--- config.mk ---
export PLATFORM = sky130hd
export DESIGN_NAME = inv_mix_columns_32
export DESIGN_NICKNAME = d
export VERILOG_FILES = /design/src/rtl/inv_mix_columns_32.sv
export SDC_FILE = /design/constraint.sdc
export NUM_CORES = 1
export LEC_CHECK = 0
export ABC_AREA = 1
export CAP_MARGIN = 20
export CORE_MARGIN = 2
export CORE_UTILIZATION = 35
export CTS_BUF_LIST = sky130_fd_sc_hd__clkbuf_16
export CTS_CLUSTER_SIZE = 8
export DETAILED_ROUTE_END_ITERATION = 16
export PLACE_DENSITY = 0.52
export RECOVER_POWER = 25
export SETUP_SLACK_MARGIN = 0.5
export SYNTH_ARGS = -nofsm -noshare
export SYNTH_HDL_FRONTEND = slang
export SYNTH_SLANG_ARGS = --single-unit
--- constraint.sdc ---
create_clock -name clk -period 2.4 [get_ports clk]
set_input_delay 0.36 -clock clk [delete_from_list [all_inputs] [get_ports clk]]
set_output_delay 0.36 -clock clk [all_outputs]
set_load 0.01 [all_outputs]
--- src/rtl/inv_mix_columns_32.sv ---
// Iterative AES InvMixColumns engine: one 32-bit column in, LANES result bytes
// computed per cycle from a shared xtime chain, valid/ready on both sides.
module inv_mix_columns_32 #(
    parameter int LANES = 1
) (
    input  logic        clk,
    input  logic        rst,
    input  logic        in_valid,
    output logic        in_ready,
    input  logic [31:0] data_in,
    output logic        out_valid,
    input  logic        out_ready,
    output logic [31:0] data_out,
    output logic        busy
);

    localparam logic [1:0] IDLE    = 2'd0;
    localparam logic [1:0] COMPUTE = 2'd1;
    localparam logic [1:0] DONE    = 2'd2;

    // STEP wraps to 0 for LANES=4, which is harmless since that cycle ends COMPUTE.
    localparam logic [1:0] STEP = 2'(LANES);
    localparam logic [1:0] LAST = 2'(4 - LANES);

    generate
        if (!(LANES == 1 || LANES == 2 || LANES == 4)) begin : g_bad_lanes
            $fatal(1, "inv_mix_columns_32: LANES must be 1, 2 or 4");
        end
    endgenerate

    logic [1:0]  state;
    logic [1:0]  idx;
    logic [31:0] col;
    logic [31:0] next_out;
    logic [7:0]  x2 [4];
    logic [7:0]  x4 [4];
    logic [7:0]  x8 [4];
    logic [7:0]  m9 [4];
    logic [7:0]  mb [4];
    logic [7:0]  md [4];
    logic [7:0]  me [4];
    logic [1:0]  k;

    function automatic logic [7:0] xtime(input logic [7:0] v);
        return {v[6:0], 1'b0} ^ (v[7] ? 8'h1B : 8'h00);
    endfunction

    // Every input byte is multiplied by 09/0B/0D/0E once; lanes only select and XOR.
    always_comb begin
        for (int j = 0; j < 4; j++) begin
            x2[j] = xtime(col[(3-j)*8 +: 8]);
            x4[j] = xtime(x2[j]);
            x8[j] = xtime(x4[j]);
            m9[j] = x8[j] ^ col[(3-j)*8 +: 8];
            mb[j] = x8[j] ^ x2[j] ^ col[(3-j)*8 +: 8];
            md[j] = x8[j] ^ x4[j] ^ col[(3-j)*8 +: 8];
            me[j] = x8[j] ^ x4[j] ^ x2[j];
        end
    end

    // Row k uses row 0's coefficients rotated right by k; ~k selects byte lane 3-k.
    always_comb begin
        next_out = data_out;
        k        = 2'd0;
        for (int l = 0; l < LANES; l++) begin
            k = idx + 2'(l);
            next_out[{~k, 3'b000} +: 8] = me[k] ^ mb[k + 2'd1] ^ md[k + 2'd2] ^ m9[k + 2'd3];
        end
    end

    always_ff @(posedge clk or posedge rst) begin
        if (rst) begin
            state    <= IDLE;
            idx      <= 2'd0;
            col      <= 32'h0;
            data_out <= 32'h0;
        end else begin
            case (state)
                IDLE: begin
                    if (in_valid) begin
                        col      <= data_in;
                        data_out <= 32'h0;
                        idx      <= 2'd0;
                        state    <= COMPUTE;
                    end
                end
                COMPUTE: begin
                    data_out <= next_out;
                    idx      <= idx + STEP;
                    if (idx == LAST) begin
                        state <= DONE;
                    end
                end
                DONE: begin
                    if (out_ready) begin
                        state <= IDLE;
                    end
                end
                default: state <= IDLE;
            endcase
        end
    end

    assign in_ready  = (state == IDLE) && !rst;
    assign out_valid = (state == DONE);
    assign busy      = (state != IDLE);

endmodule
After elaboration in Yosys (flattened, before gate mapping)
Cells that the tools add are included.
{"block": "totals", "n_memories": 0, "output_inout_bits": 35, "elab_cells": 105, "latch_bits": 0, "in_bits": 36, "romBits": 0, "reg_bits": 68, "ram_bits": 0}
{"block": "classes", "magnitude_cmp": 4, "shift": 2, "n_eq_ne": 6, "mul": 0, "n_reduce_logical": 8, "n_div": 0, "n_mux": 33, "bitwise": 44, "add_sub_neg": 4}
{"operator": "$xor A8 B8 Y8", "n": 27}
{"operator": "$xor A8 B5 Y8", "n": 12}
{"operator": "$bmux W8 S2", "n": 4}
{"operator": "$mux W8", "n": 8}
{"operator": "$pmux W32 S2", "n": 1}
{"operator": "$mux W5", "n": 12}
{"operator": "$bwmux W32", "n": 1}
{"operator": "$mux W32", "n": 1}
{"operator": "$shift A8 B7 Y32 const A", "n": 1}
{"operator": "$shiftx A8 B7 Y32", "n": 1}
{"operator": "$ge A3 B3 Y1 const B", "n": 4}
{"operator": "$not A2 Y3", "n": 4}
{"operator": "$mux W2", "n": 4}
{"operator": "$neg A5 Y7", "n": 1}
{"operator": "$pmux W2 S3", "n": 1}
{"operator": "$add A2 B2 Y2 const B", "n": 2}
{"operator": "$eq A2 B2 Y1 const B", "n": 2}
{"operator": "$ne A2 B2 Y1 const B", "n": 2}
{"operator": "$pmux W2 S2", "n": 1}
{"operator": "$reduce_and A2 Y1", "n": 2}
{"operator": "$reduce_bool A2 Y1", "n": 2}
{"operator": "$reduce_and A3 Y1", "n": 1}
{"operator": "$add A2 B1 Y2 const B", "n": 1}
{"operator": "$eq A2 B1 Y1 const B", "n": 1}
{"operator": "5 further kinds", "n": 5}

Longest topological paths before layout
{"block": "depth", "ltp_word": 17, "depth_mapped": 20, "ltp_nobuf": 18}

Worst setup path after synthesis
OpenSTA, ideal clock, no wires.
{"block": "synth_path", "path_type": "reg2reg", "start": "register idx[0]", "end": "register data_out[25]", "period_less_slack_ns": 2.695, "arrival_time_ns": 2.576, "setup_ns": 0.118, "setup_slack_ns": -0.295, "n_path_buf": 4, "stages_incl_launch_ff": 18, "required_time_ns": 2.282, "path_cell_list": "dfrtp_1 inv_2 buf_2 buf_2 buf_2 ha_1 buf_4 nor2_1 nand3_1 nand2_1 nor2_1 or2_1 nand3b_1 nand2_1 nand2_1 nand2_2 nand4_1 nand2_1"}
{"block": "synth_via", "elab_chain_cells": 11, "word_cells_on_any_way": 28, "cone_classes": "add/sub: 4; shift: 2; mux: 14; bitwise: 8"}
{"item": "start, declared", "line_no": "32", "text": "logic [1:0] idx;"}
{"item": "start signal, assigned", "line_no": "89", "text": "idx <= idx + STEP;"}
{"item": "$add A2 B1 Y2", "line_no": "67", "text": "next_out[{~k, 3'b000} +: 8] = me[k] ^ mb[k + 2'd1] ^ md[k + 2'd2] ^ m9[k + 2'd3];"}
{"item": "$not A2 Y3 (not written as such)", "line_no": "67"}
{"item": "$bmux W8 S2", "line_no": "67"}
{"item": "$mux W8 (not written as such) (2 in series)", "line_no": "67"}
{"item": "$xor A8 B8 Y8 (3 in series)", "line_no": "67"}
{"item": "$shiftx A8 B7 Y32", "line_no": "67"}
{"item": "$bwmux W32 *", "line_no": "67"}
{"item": "$pmux W32 S2 *", "line_no": "78", "text": "case (state)"}
{"item": "end signal, assigned", "line_no": "88", "text": "data_out <= next_out;"}
{"item": "end, declared", "line_no": "13", "text": "output logic [31:0] data_out,"}
Every way passes the cells marked *; elsewhere a longest branch is shown, timed or not. The select of a mux whose other input is x is not followed.
A chain may end at the register's enable or synchronous reset.

Worst setup path in the final report
{"block": "layout_path", "start": "register idx[0]", "end": "register data_out[31]"}
Same word-level chain as after synthesis.

==> flow_metrics.env <==
export IMPL_run_status="complete, no violations"
export IMPL_crit_path_end_kind="register"
export IMPL_crit_top_cell="nand2_2"
export IMPL_hold_buffers=0
export IMPL_dieArea_um2=19200
export IMPL_crit_fanout=5
export IMPL_overflow=0
export IMPL_maxCapViolations=0
export IMPL_layout_commonest_cell="nand2_1"
export IMPL_rrSetupSlack_ns=0.19
export IMPL_num_fill_cells=1889
export IMPL_layout_drive_gt1_share=0.234
export IMPL_finalCritPeriodShare=0.921
export IMPL_top_usage_layer="met2"
export IMPL_area_delta_synth_final_pct=37.1
export IMPL_die_w_um=139
export IMPL_tightest_slew_ns=0.992
export IMPL_place_area_um2=7570
export IMPL_htreeDepth=3
export IMPL_diodes=0
export IMPL_worstPathCellList="clkinv_4 > ha_4 > buf_6 > nor2_4 > inv_4 > o22ai_4 > nor2_2 > buf_4 > nand2_2 > nand2_2 > nand2_1 > nand4_1 > o21ai_1"
export IMPL_worstSetupPathType="reg2reg"
export IMPL_die_h_um=139
export IMPL_syn_nets=1056
export IMPL_final_cell_mix="349 x nand2_1, 113 x nand3_1, 72 x buf_4"
export IMPL_fin_crit_ns=2.21
export IMPL_rsz0062_at_grt="true"
export IMPL_clock_sinks=68
export IMPL_via_per_inst=5.16
export IMPL_grt_max_degree=69
export IMPL_hold_viol=0
export IMPL_cp_arrival_ns=2.49
export IMPL_cts_tree="done"
export IMPL_core_um2=17800
export IMPL_start_util=0.355
export IMPL_routedWlPerCell_um=16.7
export IMPL_grt_usage=0.241
export IMPL_critPathLaunchType="register"
export IMPL_synth_seq_area_share=0.268
export IMPL_ant_nets=0
export IMPL_required_ns=2.68
export IMPL_cp_slowest_cell="dfrtp_2"
export IMPL_slew_violations=0
export IMPL_drt_iter0_drc=591
export IMPL_row_count=49
export IMPL_postLayoutCellArea_um2=8700
export IMPL_fin_ws_ns=0.190
export IMPL_setup_violations=0
export IMPL_nets=1176
export IMPL_timing_setup_tns_ns=0
export IMPL_grt_util_met1=0.344
export IMPL_cts_root_buffer="clkbuf_16"
export IMPL_antenna_found_initial=0
export IMPL_syn_area_per_cell_um2=6.24
export IMPL_critPathMaxStageDelay_ns=0.41
export IMPL_drc=0
export IMPL_grt_pass1_vias=6601
export IMPL_dr_total_vias=7066
export IMPL_yosysUniqueCellTypes=39
export IMPL_place_gp_congestion=0.988
export IMPL_cts_clk_slew_worst_paths_ns=0.06
export IMPL_met2_usage=0.381
export IMPL_io_pins=71
export IMPL_fin_worst_skew_ns=0.00970
export IMPL_syn_inst=1016
export IMPL_synth_area_um2=6340
export IMPL_clock_tree_buffer_depth=2
export IMPL_met3_usage=0.0321
export IMPL_dr_pass1_iters=5
export IMPL_post_place_ws_ns=0.0753
export IMPL_grt_pass1_wl_mm=36.5
export IMPL_numCtsBuffers=9
export IMPL_io_buffers=70
export IMPL_holdWs_ns=0.480
export IMPL_fmax_mhz=453
export IMPL_dpl_hpwl_mm=17.0
export IMPL_hp_class="reg2reg"
export IMPL_clock_latency_ns=0.35
export IMPL_drt_total_wl_mm=22.9
export IMPL_relSlewSlack=0.339
export IMPL_yosys_warnings=0
export IMPL_ys_seq_elements=68
[cell type report]
type | instances | area (um2) | area share
sequential | 68 | 1730 | 0.199
clock buffer | 9 | 225 | 0.0259
multi-input combinational | 822 | 4570 | 0.525
timing repair buffer | 154 | 1450 | 0.167
inverter | 81 | 353 | 0.0406
clock inverter | 7 | 81.3 | 0.00935
tap | 229 | 287 | 0.0329
[logic make-up after synthesis]
logic type | after synthesis | share of synthesized area
DFF | 68 | 0.268
buffers and inverters | 126 | 0.0904
xor gates and xnor gates | 58 | 0.0955
AOI/OAI and AO/OA | 141 | 0.121
adders and majority gates | 4 | 0.00789
and+or+nand+nor | 614 | 0.408
muxes | 5 | 0.00888
[synth_stat cells]
master / number / area (um2)
nand4_1: 16 / 100
ha_1: 4 / 50.1
o21ai_1: 18 / 90.1
buf_2: 19 / 95.1
xor2_2: 8 / 130
nand3_2: 4 / 40.0
inv_1: 61 / 229
a22o_1: 1 / 8.76
o31ai_1: 1 / 7.51
xor2_1: 30 / 263
o211ai_2: 1 / 12.5
nand3b_1: 1 / 7.51
clkbuf_2: 2 / 10.0
a21oi_2: 1 / 8.76
o211ai_1: 4 / 30.0
xnor2_2: 5 / 81.3
clkbuf_1: 10 / 37.5
buf_4: 9 / 67.6
nand2_1: 376 / 1410
buf_1: 1 / 3.75
o2111ai_2: 1 / 15.0
a21o_1: 1 / 7.51
o21ai_2: 3 / 26.3
a21oi_1: 55 / 275
nand2_4: 2 / 22.5
o22ai_1: 8 / 50.1
nor2_2: 2 / 12.5
or2_2: 2 / 12.5
or2_1: 1 / 6.26
dfrtp_1: 68 / 1700
inv_2: 16 / 60.1
mux2_2: 5 / 56.3
buf_6: 4 / 45.0
inv_4: 4 / 25.0
nand3_1: 126 / 631
xnor2_1: 15 / 131
o21ai_0: 47 / 235
nand2_2: 12 / 75.1
nor2_1: 72 / 270
[critical path: cells and delay by family (launching register included)]
family | cells | cell delay [ns]
compound gates | 2 | 0.35
buf+inv | 4 | 0.43
simple gates | 6 | 0.66
flops | 1 | 0.41
fa+ha+maj | 1 | 0.28
[per-stage QoR]
| stage | util | instances |
|---|---|---|
| final | 0.487 | 1370 |
| after global routing | 0.487 | 1370 |
| after CTS | 0.466 | 1350 |
| after detailed placement | 0.424 | 1320 |
| after global placement | 0.424 | 1320 |
| after floorplan | - | 1016 |
[routing by layer]
metal | wire (um) | up-vias
met5 | 0 | -
met3 | 1290 | 36
met2 | 10500 | 220
li1 | - | 3533
met4 | 578 | 0
met1 | 10600 | 3277
[sequential cells by signal, indices dropped and copies added, names as in the netlist]
name / count
idx: 2
col: 32
data_out: 32
state: 2
[final timing paths]
path | start | to | cells after the start
min in group asynchronous | rst | col[3] | 3
max | idx[0] | data_out[31] | 13
max reg2reg | idx[0] | data_out[31] | 13
max in group asynchronous | rst | col[22] | 3
min | data_out[19] | data_out[19] | 2
min reg2reg | data_out[19] | data_out[19] | 2
[repair_timing]
item / CTS / global route
pin swaps: 31 / 21
buffers inserted: 14 / 19
cloned: 0 / 1
gates resized for setup: 83 / 55
endpoints found under the setup margin: 33 / 32
Power is not shown: default switching activity piles up to over one toggle a cycle in this logic, so the estimate is an artifact.
